**src/rtl/phy_tx_pkg.sv**
```systemverilog
// ---------------------------------------------------------------------------
// phy_tx_pkg
// Shared definitions for the phy_TX link-level blocks: 8b symbol codes, the
// 32-bit ordered words built from them, and the link sequencer state encoding.
// No ports (package).
// ---------------------------------------------------------------------------
package phy_tx_pkg;

  // Symbol codes
  localparam logic [7:0] COM    = 8'hBC;
  localparam logic [7:0] TS1_ID = 8'h4A;
  localparam logic [7:0] SKP    = 8'h1C;
  localparam logic [7:0] IDL    = 8'h7C;

  // Ordered words: a comma-led word for TS1/SKP, all-idle otherwise
  localparam logic [31:0] TS1_WORD  = {COM, TS1_ID, TS1_ID, TS1_ID};
  localparam logic [31:0] SKP_WORD  = {COM, SKP, SKP, SKP};
  localparam logic [31:0] IDLE_WORD = {IDL, IDL, IDL, IDL};

  typedef enum logic [2:0] {
    DISABLED  = 3'd0,
    TRAIN     = 3'd1,
    WAIT_LOCK = 3'd2,
    ACTIVE    = 3'd3,
    SKIP      = 3'd4
  } link_state_e;

  // Link is considered up while carrying payload or inserting SKP words
  function automatic logic is_link_up(input link_state_e s);
    return (s == ACTIVE) || (s == SKIP);
  endfunction

endpackage

```
**src/rtl/phy_tx_skip_timer.sv**
```systemverilog
// ---------------------------------------------------------------------------
// phy_tx_skip_timer
// Paces SKP ordered-word insertion. Counts cycles spent in the payload state
// and flags when an insertion is due, then counts the insertion length.
// Counters are cleared whenever the owning FSM does not stay in the state
// they time, so every entry into that state starts from zero.
//
// Ports:
//   clk, rst     clock, asynchronous active-high reset
//   cur_active   FSM is in its payload state this cycle
//   nxt_active   FSM stays in / enters its payload state at the next edge
//   cur_skip     FSM is in its SKP insertion state this cycle
//   nxt_skip     FSM stays in / enters its SKP insertion state next edge
//   skip_due     insertion due now (last payload cycle of the interval)
//   skip_done    last SKP word of the insertion is being sent now
// ---------------------------------------------------------------------------
module phy_tx_skip_timer #(
  parameter int SKIP_INTERVAL = 64,
  parameter int SKIP_LEN      = 2
) (
  input  logic clk,
  input  logic rst,
  input  logic cur_active,
  input  logic nxt_active,
  input  logic cur_skip,
  input  logic nxt_skip,
  output logic skip_due,
  output logic skip_done
);

  localparam int SCW = $clog2(SKIP_INTERVAL + 1);
  localparam int SLW = $clog2(SKIP_LEN + 1);
  localparam logic [SCW-1:0] SKIP_LAST = SCW'(SKIP_INTERVAL - 1);
  localparam logic [SLW-1:0] LEN_LAST  = SLW'(SKIP_LEN - 1);

  logic [SCW-1:0] skip_cnt;
  logic [SLW-1:0] len_cnt;

  assign skip_due  = cur_active && (skip_cnt == SKIP_LAST);
  assign skip_done = cur_skip && (len_cnt == LEN_LAST);

  // Both counters stop at their last value because the FSM always leaves the
  // timed state on that cycle, so neither can wrap.
  always_ff @(posedge clk or posedge rst) begin
    if (rst) begin
      skip_cnt <= '0;
      len_cnt  <= '0;
    end else begin
      skip_cnt <= (cur_active && nxt_active) ? skip_cnt + SCW'(1) : '0;
      len_cnt  <= (cur_skip && nxt_skip) ? len_cnt + SLW'(1) : '0;
    end
  end

endmodule

```
**src/rtl/phy_tx_link_ctrl.sv**
```systemverilog
// ---------------------------------------------------------------------------
// phy_tx_link_ctrl
// Link-level sequencer feeding the phy_TX lane datapath. Trains the link with
// TS1 words until the far end locks, then forwards payload words, inserting
// SKP ordered words periodically. Retries training on lock timeout and raises
// a sticky error once retries are exhausted.
//
// Handshake: a payload word moves when valid_in && ready_out are both high at
// a rising clk_f edge. ready_out is combinational and already folds in
// link_enable, rx_lock and a due SKP insertion, so an accepted word is never
// dropped; valid_in may be held with data_in stable until ready_out is seen.
//
// Ports:
//   clk_f        clock
//   reset        asynchronous active-high reset
//   link_enable  request link bring-up; low forces DISABLED
//   rx_lock      far-end receiver symbol lock
//   data_in      payload word, valid_in qualifies it
//   ready_out    payload word accepted this cycle (with valid_in)
//   data_out     registered word to phy_TX
//   valid_out    registered valid to phy_TX
//   active_out   registered active to phy_TX
//   link_up      registered; state is ACTIVE or SKIP
//   link_error   registered, sticky until link_enable drops
// ---------------------------------------------------------------------------
module phy_tx_link_ctrl
  import phy_tx_pkg::*;
#(
  parameter int TS_COUNT      = 16,
  parameter int LOCK_TIMEOUT  = 255,
  parameter int MAX_RETRY     = 3,
  parameter int SKIP_INTERVAL = 64,
  parameter int SKIP_LEN      = 2
) (
  input  logic        clk_f,
  input  logic        reset,
  input  logic        link_enable,
  input  logic        rx_lock,
  input  logic [31:0] data_in,
  input  logic        valid_in,
  output logic        ready_out,
  output logic [31:0] data_out,
  output logic        valid_out,
  output logic        active_out,
  output logic        link_up,
  output logic        link_error
);

  localparam int TSW = $clog2(TS_COUNT + 1);
  localparam int TOW = $clog2(LOCK_TIMEOUT + 1);
  localparam int RTW = $clog2(MAX_RETRY + 1);

  localparam logic [TSW-1:0] TS_LAST = TSW'(TS_COUNT - 1);
  localparam logic [TOW-1:0] TO_LAST = TOW'(LOCK_TIMEOUT - 1);
  localparam logic [RTW-1:0] RT_MAX  = RTW'(MAX_RETRY);

  link_state_e    state_q, state_d;
  logic [TSW-1:0] ts_cnt_q, ts_cnt_d;
  logic [TOW-1:0] to_cnt_q, to_cnt_d;
  logic [RTW-1:0] retry_q, retry_d;
  logic [RTW-1:0] retry_inc;
  logic           error_d;
  logic [31:0]    data_d;
  logic           valid_d;
  logic           active_d;
  logic           link_up_d;
  logic           skip_due;
  logic           skip_done;
  logic           xfer;

  phy_tx_skip_timer #(
    .SKIP_INTERVAL (SKIP_INTERVAL),
    .SKIP_LEN      (SKIP_LEN)
  ) u_skip_timer (
    .clk        (clk_f),
    .rst        (reset),
    .cur_active (state_q == ACTIVE),
    .nxt_active (state_d == ACTIVE),
    .cur_skip   (state_q == SKIP),
    .nxt_skip   (state_d == SKIP),
    .skip_due   (skip_due),
    .skip_done  (skip_done)
  );

  assign ready_out = (state_q == ACTIVE) && link_enable && rx_lock && !skip_due;
  assign xfer      = valid_in && ready_out;
  assign retry_inc = retry_q + RTW'(1);

  always_comb begin
    state_d   = state_q;
    retry_d   = retry_q;
    error_d   = link_error;
    data_d    = '0;
    valid_d   = 1'b0;
    active_d  = 1'b0;

    case (state_q)
      DISABLED: begin
        if (link_enable && !link_error) begin
          state_d = TRAIN;
          retry_d = '0;
        end
      end
      TRAIN: begin
        data_d   = TS1_WORD;
        valid_d  = 1'b1;
        active_d = 1'b1;
        // rx_lock is deliberately not looked at until the TS1 burst completes
        if (ts_cnt_q == TS_LAST) state_d = WAIT_LOCK;
      end
      WAIT_LOCK: begin
        data_d   = TS1_WORD;
        valid_d  = 1'b1;
        active_d = 1'b1;
        // Lock is tested first so it wins over a simultaneous timeout
        if (rx_lock) begin
          state_d = ACTIVE;
        end else if (to_cnt_q == TO_LAST) begin
          retry_d = retry_inc;
          if (retry_inc == RT_MAX) begin
            state_d = DISABLED;
            error_d = 1'b1;
          end else begin
            state_d = TRAIN;
          end
        end
      end
      ACTIVE: begin
        active_d = 1'b1;
        if (xfer) begin
          data_d  = data_in;
          valid_d = 1'b1;
        end else begin
          data_d  = IDLE_WORD;
        end
        if (skip_due) state_d = SKIP;
      end
      SKIP: begin
        data_d   = SKP_WORD;
        valid_d  = 1'b1;
        active_d = 1'b1;
        if (skip_done) state_d = ACTIVE;
      end
      default: state_d = DISABLED;
    endcase

    // Overrides that apply regardless of the per-state decision
    if (!link_enable) begin
      state_d = DISABLED;
      retry_d = '0;
      error_d = 1'b0;
    end else if (!rx_lock && is_link_up(state_q)) begin
      state_d = TRAIN;
    end

    // Going down silences the lane on the same edge rather than one later
    if (state_d == DISABLED) begin
      data_d   = '0;
      valid_d  = 1'b0;
      active_d = 1'b0;
    end

    link_up_d = is_link_up(state_d);

    // Counters advance only while staying in their state; any entry restarts
    ts_cnt_d = (state_q == TRAIN && state_d == TRAIN) ? ts_cnt_q + TSW'(1) : '0;
    to_cnt_d = (state_q == WAIT_LOCK && state_d == WAIT_LOCK) ? to_cnt_q + TOW'(1) : '0;
  end

  always_ff @(posedge clk_f or posedge reset) begin
    if (reset) begin
      state_q    <= DISABLED;
      ts_cnt_q   <= '0;
      to_cnt_q   <= '0;
      retry_q    <= '0;
      data_out   <= '0;
      valid_out  <= 1'b0;
      active_out <= 1'b0;
      link_up    <= 1'b0;
      link_error <= 1'b0;
    end else begin
      state_q    <= state_d;
      ts_cnt_q   <= ts_cnt_d;
      to_cnt_q   <= to_cnt_d;
      retry_q    <= retry_d;
      data_out   <= data_d;
      valid_out  <= valid_d;
      active_out <= active_d;
      link_up    <= link_up_d;
      link_error <= error_d;
    end
  end

endmodule

```
**config.mk**
```make
export PLATFORM = sky130hd
export DESIGN_NAME = phy_tx_link_ctrl
export DESIGN_NICKNAME = d
export VERILOG_FILES = /design/src/rtl/phy_tx_pkg.sv /design/src/rtl/phy_tx_skip_timer.sv /design/src/rtl/phy_tx_link_ctrl.sv
export SDC_FILE = /design/constraint.sdc
export NUM_CORES = 1
export LEC_CHECK = 0
export BUFFER_PORTS_ARGS = -buffer_cell sky130_fd_sc_hd__buf_2
export CAP_MARGIN = 20
export CORE_ASPECT_RATIO = 1.5
export CORE_MARGIN = 2
export CORE_UTILIZATION = 52
export DETAILED_ROUTE_END_ITERATION = 10
export GPL_TIMING_DRIVEN = 0
export PLACE_DENSITY = 0.86
export SETUP_SLACK_MARGIN = 0.3
export SLEW_MARGIN = 20
export SYNTH_ARGS = -nofsm -noshare
export SYNTH_HDL_FRONTEND = slang
export SYNTH_SLANG_ARGS = --single-unit
```
**constraint.sdc**
```tcl
create_clock -name clk_f -period 2.5 [get_ports clk_f]
set_input_delay 0.125 -clock clk_f [delete_from_list [all_inputs] [get_ports clk_f]]
set_output_delay 0.125 -clock clk_f [all_outputs]
set_load 0.01 [all_outputs]
```
==> impl_results.md <==
* Status: complete, no violations
* Switching power at 0.491 mW
* Measured slew at the worst slew-check pin at 586 ps
* Vias at 2,610
* Cell Rows at 32
* Routed WL at 8900 um
* Clk_skew at 12.8 ps
* Die height at 92.6 um
* CTS tree: done
* Internal power at 1.62 mW
* Gr ovfl total at 0
* Largest net degree at the start of global routing at 35
* Global-route wire length before repair at 12,700 um
* Hold WS at 0.507 ps
* RSZ-0062 raised after global routing: true
* Top cell type's share of synthesized area at 0.579
* Seq cells post-synth at 63
* Biggest area consumer among synthesized cells: dfrtp_1
* Area Overhead vs Synth at 45.7%
* Input/output buffers at 73
* FFs w/ async S/R, synth at 1.00
* Min Tclk post-route at 2490 ps
* Drt wl/cell at 19.8 um
* Ports at 74
* Max Root-Sink Buffers at 2
* Crit path DAT at 2370 ps
* # setup viols final at 0
* Placer Congestion at 0.932
* Post-route cell area at 0.00397 mm2
* PnR worst setup slack at 6.43 ps
* # diodes at 0
* Avg Inst Size Synth at 10.8 um2
* Clk root buf: clkbuf_8
* Starting Density at 0.536
* Clock share of power at 0.426
* Post-synthesis net count at 296
* Vias per cell at 5.80
* Share of the yosys chip area belonging to registers at 0.579
* Clk Latency, worst-skew pair at 350 ps
* # DRC at 0
* Sw Share at 0.232
* Peak Freq at 401 MHz
* Post-DP HPWL at 4380 um
* Initial antenna violation count at 0
* Fin. Hold Viols at 0
* All-Layer GR Usage at 0.292
* Power Density at 533 mW/mm2
* Post-Synthesis Cells at 252
* Netlist Area Pre-Place at 0.00272 mm2
* # Max-Cap Violations at 0
* WP data required at 2380 ps
* Netlist cell types at 42
* Min-delay worst type: input port to flop
* Cts bufs inserted at 9
* Die area at 0.00585 mm2
* Post-layout power at 2.12 mW
* Setup TNS at 0 ps
* Crit Path Max Fanout at 3
* Combinational power share at 0.082
* Slew Limit Fails at 0
* CP startpoint kind: flop
* Non-filler cells, final at 450
* Fillers at 292
* EDFF count, synth at 0
* Vias in the first global route at 2,629
* Rel. slew slack at 0.607
* Most used DFF post-synth: dfrtp_1
* Part of the power in registers at 0.492
* Final period util at 0.997
* Sequential Area at 0.00158 mm2
* CORE AREA at 0.00508 mm2
* Setup WS pre-CTS at 51.8 ps
* Multi-input gate area at 0.00116 mm2
* CTS clk-pin slew, worst paths at 70 ps
* VDD IR max at 574 uV
* Remaining antenna violation count at 0
* Dpl cells at 394
* Warnings, synthesis at 0
* NumNets Final at 422
* H-tree levels at 3
* First-pass DRT Iterations at 5
* Synth area leaders: dfrtp_1, o21a_1, nor2_1
* Leak at 1.99 nW
* Chip width at 63.1 um
* Layout cells sized above 1 at 0.387
* Clock sink count at 63
* Iteration-0 DRC count of the detailed router at 245
* Post-DP Area at 0.00320 mm2
* Layout Utilization at 0.780
* Worst setup EP type: output port
* Critical path type: flop to output port
-- final timing paths --
check | from | slack, ps | endpoint | cells past startpoint
worst max-delay path | ts_cnt_q[1] | 6 | ready_out | 9
worst min-delay path | data_in[0] | 0.5 | data_out[0] | 3
worst max register to register | u_skip_timer.skip_cnt[1] | 30 | to_cnt_q[7] | 9
worst min register to register | u_skip_timer.len_cnt[0] | 470 | u_skip_timer.len_cnt[0] | 1
max in group asynchronous | reset | 1660 | link_error | 4
min in group asynchronous | reset | 320 | data_out[16] | 3
-- per-layer routing --
| metal | track usage | wire length, um |
|---|---|---|
| met1 | 0.298 | 2830 |
| met5 | 0 | 0 |
| met3 | 0.0741 | 646 |
| met2 | 0.524 | 4890 |
| met4 | 0.181 | 523 |
-- layout by cell type, fill, tap and decap left out, types with 3 or more instances in the layout --
master | synthesis | routed
a21oi_1 | 3 | 3
a31oi_1 | 5 | 4
and3_1 | 4 | 3
buf_2 | 4 | 75
buf_4 | 0 | 15
buf_6 | 1 | 6
clkbuf_8 | 0 | 11
dfrtp_1 | 63 | 62
dlygate4sd3_1 | 0 | 22
ha_1 | 7 | 4
inv_1 | 21 | 19
nand2_1 | 8 | 8
nand2b_1 | 4 | 4
nand3_1 | 8 | 6
nand4_1 | 5 | 5
nor2_1 | 34 | 32
nor2_2 | 8 | 9
nor2b_1 | 3 | 3
nor3_1 | 3 | 3
o21a_1 | 19 | 19
o21ai_0 | 6 | 3
xnor2_1 | 6 | 6
xor2_1 | 8 | 8
-- worst max-delay path, stage by stage (launching register included) --
cell and delay, ps:
dfrtp_1 380, ha_2 190, and3_4 190, ha_4 160
mux2_4 280, o311ai_4 280, a21o_1 260, nand3_4 110
inv_2 70, buf_6 90
-- power by group through the flow --
stage               Combinational, mW  Clock [mW]  Sequential, mW
global route                    0.186       0.943            1.04
floorplan                      0.0486           0            1.07
detailed placement              0.119           0            1.06
global placement                0.111           0            1.06
CTS                             0.155       0.897            1.04
finish                          0.174       0.901            1.04
-- registers in the layout, summed over array words and instances, names as in the netlist --
signal                 flops
active_out                 1
data_out                  32
valid_out                  1
u_skip_timer.skip_cnt      7
u_skip_timer.len_cnt       2
to_cnt_q                   8
link_up                    1
state_q                    3
link_error                 1
ts_cnt_q                   5
retry_q                    2
-- synthesized netlist by cell type (6+ instances only) --
library cell and instances:
xor2_1 8, nor2_1 34, ha_1 7, o21a_1 19, xnor2_1 6, inv_1 21
nor2_2 8, o21ai_0 6, nand3_1 8, nand2_1 8, dfrtp_1 63
-- cell type report --
class | count | share of cell area
Sequential cell | 63 | 0.398
Multi-Input combinational cell | 157 | 0.292
Timing Repair Buffer | 115 | 0.197
Clock buffer | 12 | 0.0391
Inverter | 22 | 0.0214
Tap cell | 68 | 0.0214
Buffer | 10 | 0.0205
Clock inverter | 3 | 0.0107
-- kinds of logic (layout without fill, tap and decap cells) --
kind of cell | Yosys count | count (layout) | synth area share
AOI/OAI and AO/OA | 44 | 44 | 0.117
adders and majority gates | 7 | 7 | 0.0322
buffers and inverters | 32 | 162 | 0.0487
DFF | 63 | 63 | 0.579
muxes | 2 | 2 | 0.00781
xor gates and xnor gates | 14 | 14 | 0.0450
and+or+nand+nor | 90 | 90 | 0.170
-- repair_timing --
action	in CTS	in global routing
buffers inserted	9	9
hold buffers	21	1
pin swaps	8	5
setup endpoints to repair	55	55
resized for setup	32	15
cloned	0	1
endpoints found under the hold margin	49	1
No activity file was read; power rests on OpenSTA's default activity.
